`config.mk`:
```
export PLATFORM = sky130hd
export DESIGN_NAME = nes_pad_responder
export DESIGN_NICKNAME = d
export VERILOG_FILES = /design/src/rtl/nes_pad_responder.sv
export SDC_FILE = /design/constraint.sdc
export NUM_CORES = 1
export LEC_CHECK = 0
export BUFFER_PORTS_ARGS = -buffer_cell sky130_fd_sc_hd__clkbuf_2
export CORE_MARGIN = 2
export CORE_UTILIZATION = 60
export DETAILED_ROUTE_END_ITERATION = 12
export PLACE_DENSITY = 0.9
export RECOVER_POWER = 100
export SYNTH_ARGS = -nofsm -noshare
export SYNTH_HDL_FRONTEND = slang
export SYNTH_SLANG_ARGS = --single-unit
```
`constraint.sdc`:
```
create_clock -name clk -period 4.45 [get_ports clk]
set_clock_uncertainty 0.1 [all_clocks]
set_input_delay 0.2225 -clock clk [delete_from_list [all_inputs] [get_ports clk]]
set_output_delay 0.2225 -clock clk [all_outputs]
set_load 0.005 [all_outputs]
```
`src/rtl/nes_pad_responder.sv`:
```
`timescale 1ns/1ps
// Device side of the serial game-pad protocol: snapshots eight active-low buttons on
// a host latch and shifts them out MSB first on each host pulse rising edge.
module nes_pad_responder #(
    parameter int TIMEOUT_CYCLES = 1000
) (
    input  logic       clk,
    input  logic       n_rst,
    input  logic       latch,
    input  logic       pulse,
    input  logic [7:0] buttons,
    output logic       data,
    output logic       busy,
    output logic       frame_done
);

    localparam int TMO_W = $clog2(TIMEOUT_CYCLES);
    localparam logic [TMO_W-1:0] TMO_LAST = TMO_W'(TIMEOUT_CYCLES - 1);
    localparam logic [TMO_W-1:0] TMO_ONE  = TMO_W'(1);

    typedef enum logic [1:0] {
        IDLE     = 2'b00,
        LATCHING = 2'b01,
        SHIFTING = 2'b10
    } state_t;

    // Two-flop synchronizers plus a delayed copy for edge detection.
    logic latch_meta_reg, latch_s_reg, latch_d_reg;
    logic pulse_meta_reg, pulse_s_reg, pulse_d_reg;

    always_ff @(posedge clk or negedge n_rst) begin
        if (!n_rst) begin
            latch_meta_reg <= 1'b1;
            latch_s_reg    <= 1'b1;
            latch_d_reg    <= 1'b1;
            pulse_meta_reg <= 1'b0;
            pulse_s_reg    <= 1'b0;
            pulse_d_reg    <= 1'b0;
        end else begin
            latch_meta_reg <= latch;
            latch_s_reg    <= latch_meta_reg;
            latch_d_reg    <= latch_s_reg;
            pulse_meta_reg <= pulse;
            pulse_s_reg    <= pulse_meta_reg;
            pulse_d_reg    <= pulse_s_reg;
        end
    end

    logic latch_fall, latch_rise, pulse_rise;

    assign latch_fall = latch_d_reg & ~latch_s_reg;
    assign latch_rise = ~latch_d_reg & latch_s_reg;
    assign pulse_rise = ~pulse_d_reg & pulse_s_reg;

    state_t           state_reg, state_next;
    logic [7:0]       shreg_reg, shreg_next;
    logic [3:0]       bit_cnt_reg, bit_cnt_next;
    logic [TMO_W-1:0] tmo_cnt_reg, tmo_cnt_next;
    logic             frame_done_reg, frame_done_next;

    always_ff @(posedge clk or negedge n_rst) begin
        if (!n_rst) begin
            state_reg      <= IDLE;
            shreg_reg      <= 8'hFF;
            bit_cnt_reg    <= 4'd0;
            tmo_cnt_reg    <= '0;
            frame_done_reg <= 1'b0;
        end else begin
            state_reg      <= state_next;
            shreg_reg      <= shreg_next;
            bit_cnt_reg    <= bit_cnt_next;
            tmo_cnt_reg    <= tmo_cnt_next;
            frame_done_reg <= frame_done_next;
        end
    end

    always_comb begin
        state_next      = state_reg;
        shreg_next      = shreg_reg;
        bit_cnt_next    = bit_cnt_reg;
        tmo_cnt_next    = tmo_cnt_reg;
        frame_done_next = 1'b0;

        case (state_reg)
            IDLE: begin
                shreg_next = 8'hFF;
                if (latch_fall) begin
                    shreg_next = buttons;
                    state_next = LATCHING;
                end
            end

            LATCHING: begin
                // Keep resampling so the last value before latch release is sent.
                shreg_next = buttons;
                if (latch_rise) begin
                    shreg_next   = shreg_reg;
                    bit_cnt_next = 4'd0;
                    tmo_cnt_next = '0;
                    state_next   = SHIFTING;
                end
            end

            SHIFTING: begin
                if (latch_fall) begin
                    shreg_next = buttons;
                    state_next = LATCHING;
                end else if (latch_rise) begin
                    // Only reachable through a glitch; treat as activity, not a shift.
                    tmo_cnt_next = '0;
                end else if (pulse_rise) begin
                    tmo_cnt_next = '0;
                    if (bit_cnt_reg == 4'd7) begin
                        shreg_next      = 8'hFF;
                        bit_cnt_next    = 4'd0;
                        frame_done_next = 1'b1;
                        state_next      = IDLE;
                    end else begin
                        shreg_next   = {shreg_reg[6:0], 1'b1};
                        bit_cnt_next = bit_cnt_reg + 4'd1;
                    end
                end else if (tmo_cnt_reg == TMO_LAST) begin
                    shreg_next   = 8'hFF;
                    bit_cnt_next = 4'd0;
                    tmo_cnt_next = '0;
                    state_next   = IDLE;
                end else begin
                    tmo_cnt_next = tmo_cnt_reg + TMO_ONE;
                end
            end

            default: begin
                shreg_next   = 8'hFF;
                bit_cnt_next = 4'd0;
                tmo_cnt_next = '0;
                state_next   = IDLE;
            end
        endcase
    end

    assign data       = shreg_reg[7];
    assign busy       = (state_reg == LATCHING) || (state_reg == SHIFTING);
    assign frame_done = frame_done_reg;

endmodule

```
==> results of run 1 <==
-- report_power, final --
part / internal (mW) / leakage (nW) / switching (mW)
logic: 0.184 / 0.424 / 0.256
clock network: 0.0927 / 0.0386 / 0.0938
registers: 0.362 / 0.385 / 0.0434
total: 0.639 / 0.848 / 0.394
-- worst min-delay path: cells and delay by family --
kind / cells / cell delay (ns)
buffers and inverters: 1 / 0.08
AO/OA/AOI/OAI: 1 / 0.12
multiplexers: 1 / 0.09
-- kinds of logic after synthesis --
group                    count (synthesis)
adder cells (fa/ha/maj)                  7
flip-flops                              31
multiplexers                             2
AO/OA/AOI/OAI                           62
AND/OR/NAND/NOR                         67
buffers and inverters                   12
-- synth_stat cells, types with 2 or more instances --
cell	instances
inv_1	4
nor2_1	6
o21ai_0	17
nand2b_1	4
nand2_1	16
o211ai_1	2
o2bb2ai_1	2
o31ai_1	5
nor3_1	6
clkbuf_1	3
a21oi_2	2
nor4_1	2
buf_2	3
nand3_1	8
a2bb2oi_1	5
dfrtp_1	20
ha_1	7
and3_1	4
dfstp_2	11
or2_1	3
o22a_1	7
a21oi_1	10
a311oi_1	4
nor2b_1	5
nand3b_1	3
-- routing by layer --
metal / GRT usage (%) / vias up
li1: - / 710
met1: 31.59 / 694
met2: 40.61 / 47
met3: 7.473 / 8
met4: 9.967 / 0
met5: 0 / -
-- per-stage QoR --
stage | utilization, % | total power [mW] | instance area [um2] | hold slack (ns)
after global routing | 69.59 | 1.114 | 1936 | 0.07698
final | 69.59 | 1.032 | 1936 | 0.05929
after CTS | 70.18 | 1.042 | 1952 | 0.05139
after floorplan | - | 0.7562 | 1782 | -0.1731
after detailed placement | 66.62 | 0.8472 | 1853 | 0.2147
after global placement | 66.62 | 0.8212 | 1853 | 0.2025
-- repair_timing --
| action | in CTS | in global routing |
|---|---|---|
| resized for setup | 0 | 0 |
| hold endpoints to repair | 22 | 0 |
| endpoints found under the setup margin | 0 | 0 |
| hold buffers | 3 | 0 |
-- area by class of cell --
cell class	instances	area [um2]
clock buffer	8	68.82
fill	212	845.8
inverter	4	15.01
multi-input combinational	138	924.6
sequential	31	789.5
tap	31	38.79
timing repair buffer	17	98.84
-- worst paths after layout --
| kind | from | slack (ns) | depth (start not counted) | to |
|---|---|---|---|---|
| setup / recovery | state_reg[0] | 1.84 | 7 | tmo_cnt_reg[9] |
| hold / removal | buttons[0] | 0.06 | 3 | shreg_reg[0] |
| setup reg to reg | state_reg[0] | 1.84 | 7 | tmo_cnt_reg[9] |
| hold reg to reg | latch_meta_reg | 0.26 | 0 | latch_s_reg |
| max in group asynchronous | n_rst | 2.62 | 2 | tmo_cnt_reg[8] |
| min in group asynchronous | n_rst | 0.70 | 2 | state_reg[0] |
==> impl_metrics.env, run 1 <==
export IMPL_largest_register_ffs=10
export IMPL_slew_violations=32
export IMPL_layout_drive_gt1_share_pct=19.19
export IMPL_post_drt_via_cell_ratio=6.371
export IMPL_ant_nets=0
export IMPL_cp_num_buf_inv=1
export IMPL_startpoint_type="flop"
export IMPL_die_area_um2=3422
export IMPL_wl_met2_um=1797
export IMPL_crit_arrival_ns=2.74
export IMPL_syn_to_final_growth_pct=8.638
export IMPL_cp_data_required_time_ns=4.58
export IMPL_critPathMaxFanout=12
export IMPL_rsz0062_at_grt="false"
export IMPL_peakVddDrop_mv=0.4955
export IMPL_finalWirelength_um=3751
export IMPL_tightest_slew_ns=1.589
export IMPL_io_pins=15
export IMPL_dpl_cell_count=218
export IMPL_topRoutingLayerUsed="met4"
export IMPL_grt_pass1_wl_um=6458
export IMPL_synth_largest_area_cell="dfrtp_1"
export IMPL_core_area_um2=2781
export IMPL_synth_compound_area_share_pct=24.23
export IMPL_instances_no_fill=229
export IMPL_cp_end_kind="flop"
export IMPL_critPathTopFamily="simple AND/OR/NAND/NOR gates"
export IMPL_critical_path_slowest_cell="dfrtp_1"
export IMPL_synth_top_family_by_area="compound AO/OA/AOI/OAI gates"
export IMPL_fin_setup_tns_ns=0
export IMPL_path_cells="inv_1, ha_1, nor2b_1, o21ai_0, nand2_1, or2_0, o41ai_1"
export IMPL_critPathKind="reg2reg"
export IMPL_die_w_um=58.50
export IMPL_clkSlewWorstSetupHoldPaths_ns=0.09
export IMPL_report_final_hold_viol_count=0
export IMPL_syn_area_per_cell_um2=9.844
export IMPL_yosys_warnings=0
export IMPL_cts_tree="built"
export IMPL_antenna_found_initial=0
export IMPL_htreeDepth=2
export IMPL_final_common_cell="dfrtp_1"
export IMPL_min_period_over_period_pct=58.54
export IMPL_clock_sinks=31
export IMPL_drc=0
export IMPL_violations="capacitance limit, slew limit"
export IMPL_fin_nets=216
export IMPL_async_flop_share_pct=100.0
export IMPL_synth_top_cells_by_area="dfrtp_1 28%, dfstp_2 16%, ha_1 4.9%"
export IMPL_syn_num_nets=200
export IMPL_fin_ws_ns=1.845
export IMPL_synth_edff_count=0
export IMPL_hp_class="in2reg"
export IMPL_slew_headroom_pct=-5.928
export IMPL_pre_cts_slack_ns=2.060
export IMPL_numCtsBuffers=5
export IMPL_ys_flop_type="dfrtp_1"
export IMPL_clk_insertion_delay_late_ns=0.35
export IMPL_wl_met1_um=1681
export IMPL_gp_congestion=0.9038
export IMPL_grt_pass1_vias=1477
export IMPL_dr_wl_met3_um=199
export IMPL_num_rows=19
export IMPL_synthAdderAreaFrac_pct=4.916
export IMPL_wl_per_cell_um=16.38
export IMPL_slowest_delay_ns=0.43
export IMPL_drt_iter0_drc=98
export IMPL_synthSimpleGateAreaFrac_pct=22.19
export IMPL_syn_area_um2=1782
export IMPL_ys_seq_area_share_pct=44.31
export IMPL_io_buffers=14
export IMPL_vias=1459
export IMPL_antenna_cells=0
export IMPL_power_density_nw_per_um2=533.2
export IMPL_drtPass1Iterations=5
export IMPL_synth_distinct_cells=47
export IMPL_root_buffer="clkbuf_4"
export IMPL_setup_viol=0
export IMPL_cts_setup_buffers=0
export IMPL_start_util_pct=64.06
export IMPL_hpwl_um=2660
export IMPL_clockBufferDepth=2
export IMPL_die_y_um=58.50
export IMPL_synth_cells=181
export IMPL_grt_util_all_layers_pct=25.08
export IMPL_layout_cells_most_common_list="20 x dfrtp_1, 17 x o21ai_0, 16 x nand2_1"
export IMPL_grt_max_degree=32
export IMPL_synth_xor_area_share_pct=0
export IMPL_synth_mux_area_fraction_pct=1.404
export IMPL_fmax_mhz=383.9
export IMPL_drv_cap=1
export IMPL_synthDominantCellAreaShare_pct=28.09
export IMPL_layout_min_cycle_time_ns=2.605
export IMPL_overflow=0
export IMPL_status="finished, violations left"
export IMPL_ys_seq_elements=31
export IMPL_p_leak_nw=0.8476
Note: power is estimated with default switching activity, not from simulation.
==> run 2: changes to the inputs <==
- CORE_UTILIZATION: 60 -> 59
- PLACE_DENSITY: 0.9 -> 0.89
- clock period: 4.45 -> 2.44 ns (I/O delays scaled with it)
==> run 2 against run 1 <==
Compared with the run above:
- the flow finishes with violations (DRC, capacitance limit, slew limit)
- worst hold slack got worse by 0.029 ns
- routed wire length fell by 4.2%
- sequential share of layout area fell by 0.37 points
- design area rose by 0.90%
- global-route usage fell by 2.0 points
- maximum frequency rose by 16%
- combinational power rose by 89%
- register-to-register slack got worse by 1.7 ns
- critical path type unchanged
- largest cell class unchanged
- largest power group unchanged
- highest routed layer unchanged
==> impl_metrics.env, run 2 (synthesis gave the netlist of run 1 again) <==
export IMPL_p_comb_share_pct=43.4
export IMPL_io_pins=15
export IMPL_topRoutingLayerUsed="met4"
export IMPL_drtPass1Iterations=8
export IMPL_min_period_over_period_pct=92.29
export IMPL_fin_setup_tns_ns=0
export IMPL_status="finished, violations left"
export IMPL_clock_sinks=31
export IMPL_clkSlewWorstSetupHoldPaths_ns=0.10
export IMPL_fillers=215
export IMPL_drt_iter0_drc=77
export IMPL_start_util_pct=63.51
export IMPL_cp_end_kind="flop"
export IMPL_hpwl_um=2554
export IMPL_hold_slack_ns=0.02996
export IMPL_violations="DRC, capacitance limit, slew limit"
export IMPL_fmax_mhz=444.1
export IMPL_die_y_um=58.96
export IMPL_p_switching_uw=727.8
export IMPL_finalPower_mw=1.915
export IMPL_cp_data_required_time_ns=2.56
export IMPL_report_final_hold_viol_count=0
export IMPL_clockBufferDepth=2
export IMPL_layout_cells_most_common_list="20 x dfrtp_1, 17 x o21ai_0, 16 x nand2_1"
export IMPL_grt_max_degree=32
export IMPL_numCtsBuffers=5
export IMPL_grt_pass1_wl_um=5996
export IMPL_fin_ws_ns=0.1881
export IMPL_wl_met1_um=1615
export IMPL_peakVddDrop_mv=0.4967
export IMPL_final_util_pct=69.63
export IMPL_overflow=0
export IMPL_p_leak_nw=0.8417
export IMPL_io_buffers=14
export IMPL_post_drt_via_cell_ratio=6.328
export IMPL_critPathKind="reg2reg"
export IMPL_dr_wl_met3_um=172
export IMPL_finalWirelength_um=3592
export IMPL_num_rows=19
export IMPL_layout_min_cycle_time_ns=2.252
export IMPL_layout_drive_gt1_share_pct=19.90
export IMPL_pre_cts_slack_ns=0.1808
export IMPL_slew_headroom_pct=-3.100
export IMPL_final_common_cell="dfrtp_1"
export IMPL_slew_violations=32
export IMPL_antenna_cells=0
export IMPL_antenna_found_initial=0
export IMPL_instances_no_fill=232
export IMPL_p_sw_share_pct=38.00
export IMPL_seqPwrFrac_pct=39.0
export IMPL_startpoint_type="flop"
export IMPL_wl_met2_um=1759
export IMPL_power_density_nw_per_um2=980.6
export IMPL_vias=1468
export IMPL_crit_arrival_ns=2.37
export IMPL_tightest_slew_ns=1.546
export IMPL_largest_register_ffs=10
export IMPL_internal_power_mw=1.187
export IMPL_grt_util_all_layers_pct=23.09
export IMPL_ant_nets=0
export IMPL_dpl_cell_count=220
export IMPL_wl_per_cell_um=15.48
export IMPL_fin_nets=219
export IMPL_rsz0062_at_grt="false"
export IMPL_die_w_um=58.96
export IMPL_stdcell_area_um2=1953
export IMPL_die_area_um2=3476
export IMPL_cts_tree="built"
export IMPL_root_buffer="clkbuf_4"
export IMPL_syn_to_final_growth_pct=9.621
export IMPL_grt_pass1_vias=1421
export IMPL_htreeDepth=2
export IMPL_gp_congestion=0.9088
export IMPL_pwr_share_clk_pct=17.5
export IMPL_post_dp_cell_area_um2=1868
export IMPL_hp_class="in2reg"
export IMPL_setup_viol=0
export IMPL_core_area_um2=2805
export IMPL_drc=3
export IMPL_clk_insertion_delay_late_ns=0.34
export IMPL_critPathMaxFanout=12
export IMPL_drv_cap=1
==> run 2: cell count changes in the layout (fill, tap and decap cells not counted), sizes merged <==
cell         previous run  this run
dlygate4sd3             3         4
buf                     0         2
==> run 2: repair_timing <==
item / CTS / global route
endpoints found under the hold margin: 23 / 0
endpoints found under the setup margin: 0 / 1
gates resized for setup: 0 / 1
buffers inserted: 0 / 0
hold buffers: 4 / 0
==> run 2: layer usage <==
| metal | vias up | global-route usage [%] |
|---|---|---|
| li1 | 710 | - |
| met1 | 718 | 28.16 |
| met2 | 35 | 37.62 |
| met3 | 5 | 7.253 |
| met4 | 0 | 10.06 |
| met5 | - | 0 |
==> run 2: final timing paths <==
path | from | to | slack (ns) | cells past startpoint
max in group asynchronous | n_rst | pulse_meta_reg | 0.75 | 2
min in group asynchronous | n_rst | frame_done | 0.59 | 2
hold / removal | buttons[1] | shreg_reg[1] | 0.03 | 4
setup / recovery | state_reg[0] | bit_cnt_reg[1] | 0.19 | 7
hold reg to reg | latch_meta_reg | latch_s_reg | 0.26 | 0
setup reg to reg | state_reg[0] | bit_cnt_reg[1] | 0.19 | 7
==> run 2: final cells by class <==
class / count / area [um2] / share of cell area [%]
clock buffer: 8 / 68.82 / 3.523
inverter: 4 / 15.01 / 0.7687
multi-input combinational: 138 / 917.1 / 46.96
tap: 31 / 38.79 / 1.986
timing repair buffer: 20 / 123.9 / 6.342
sequential: 31 / 789.5 / 40.42
==> run 2: worst max-delay path: stages (launching register included) <==
cell	delay, ns
dfrtp_1	0.43
inv_1	0.09
ha_2	0.28
nor2b_1	0.16
o21ai_0	0.19
and2_0	0.41
o211ai_1	0.22
a32o_1	0.25
==> run 2: power groups by stage <==
stage / registers, mW / logic, mW / clock network [mW]
floorplan: 0.730 / 0.649 / 0
global placement: 0.741 / 0.778 / 0
detailed placement: 0.752 / 0.823 / 0
CTS: 0.742 / 0.833 / 0.348
global route: 0.758 / 0.912 / 0.369
finish: 0.748 / 0.832 / 0.336
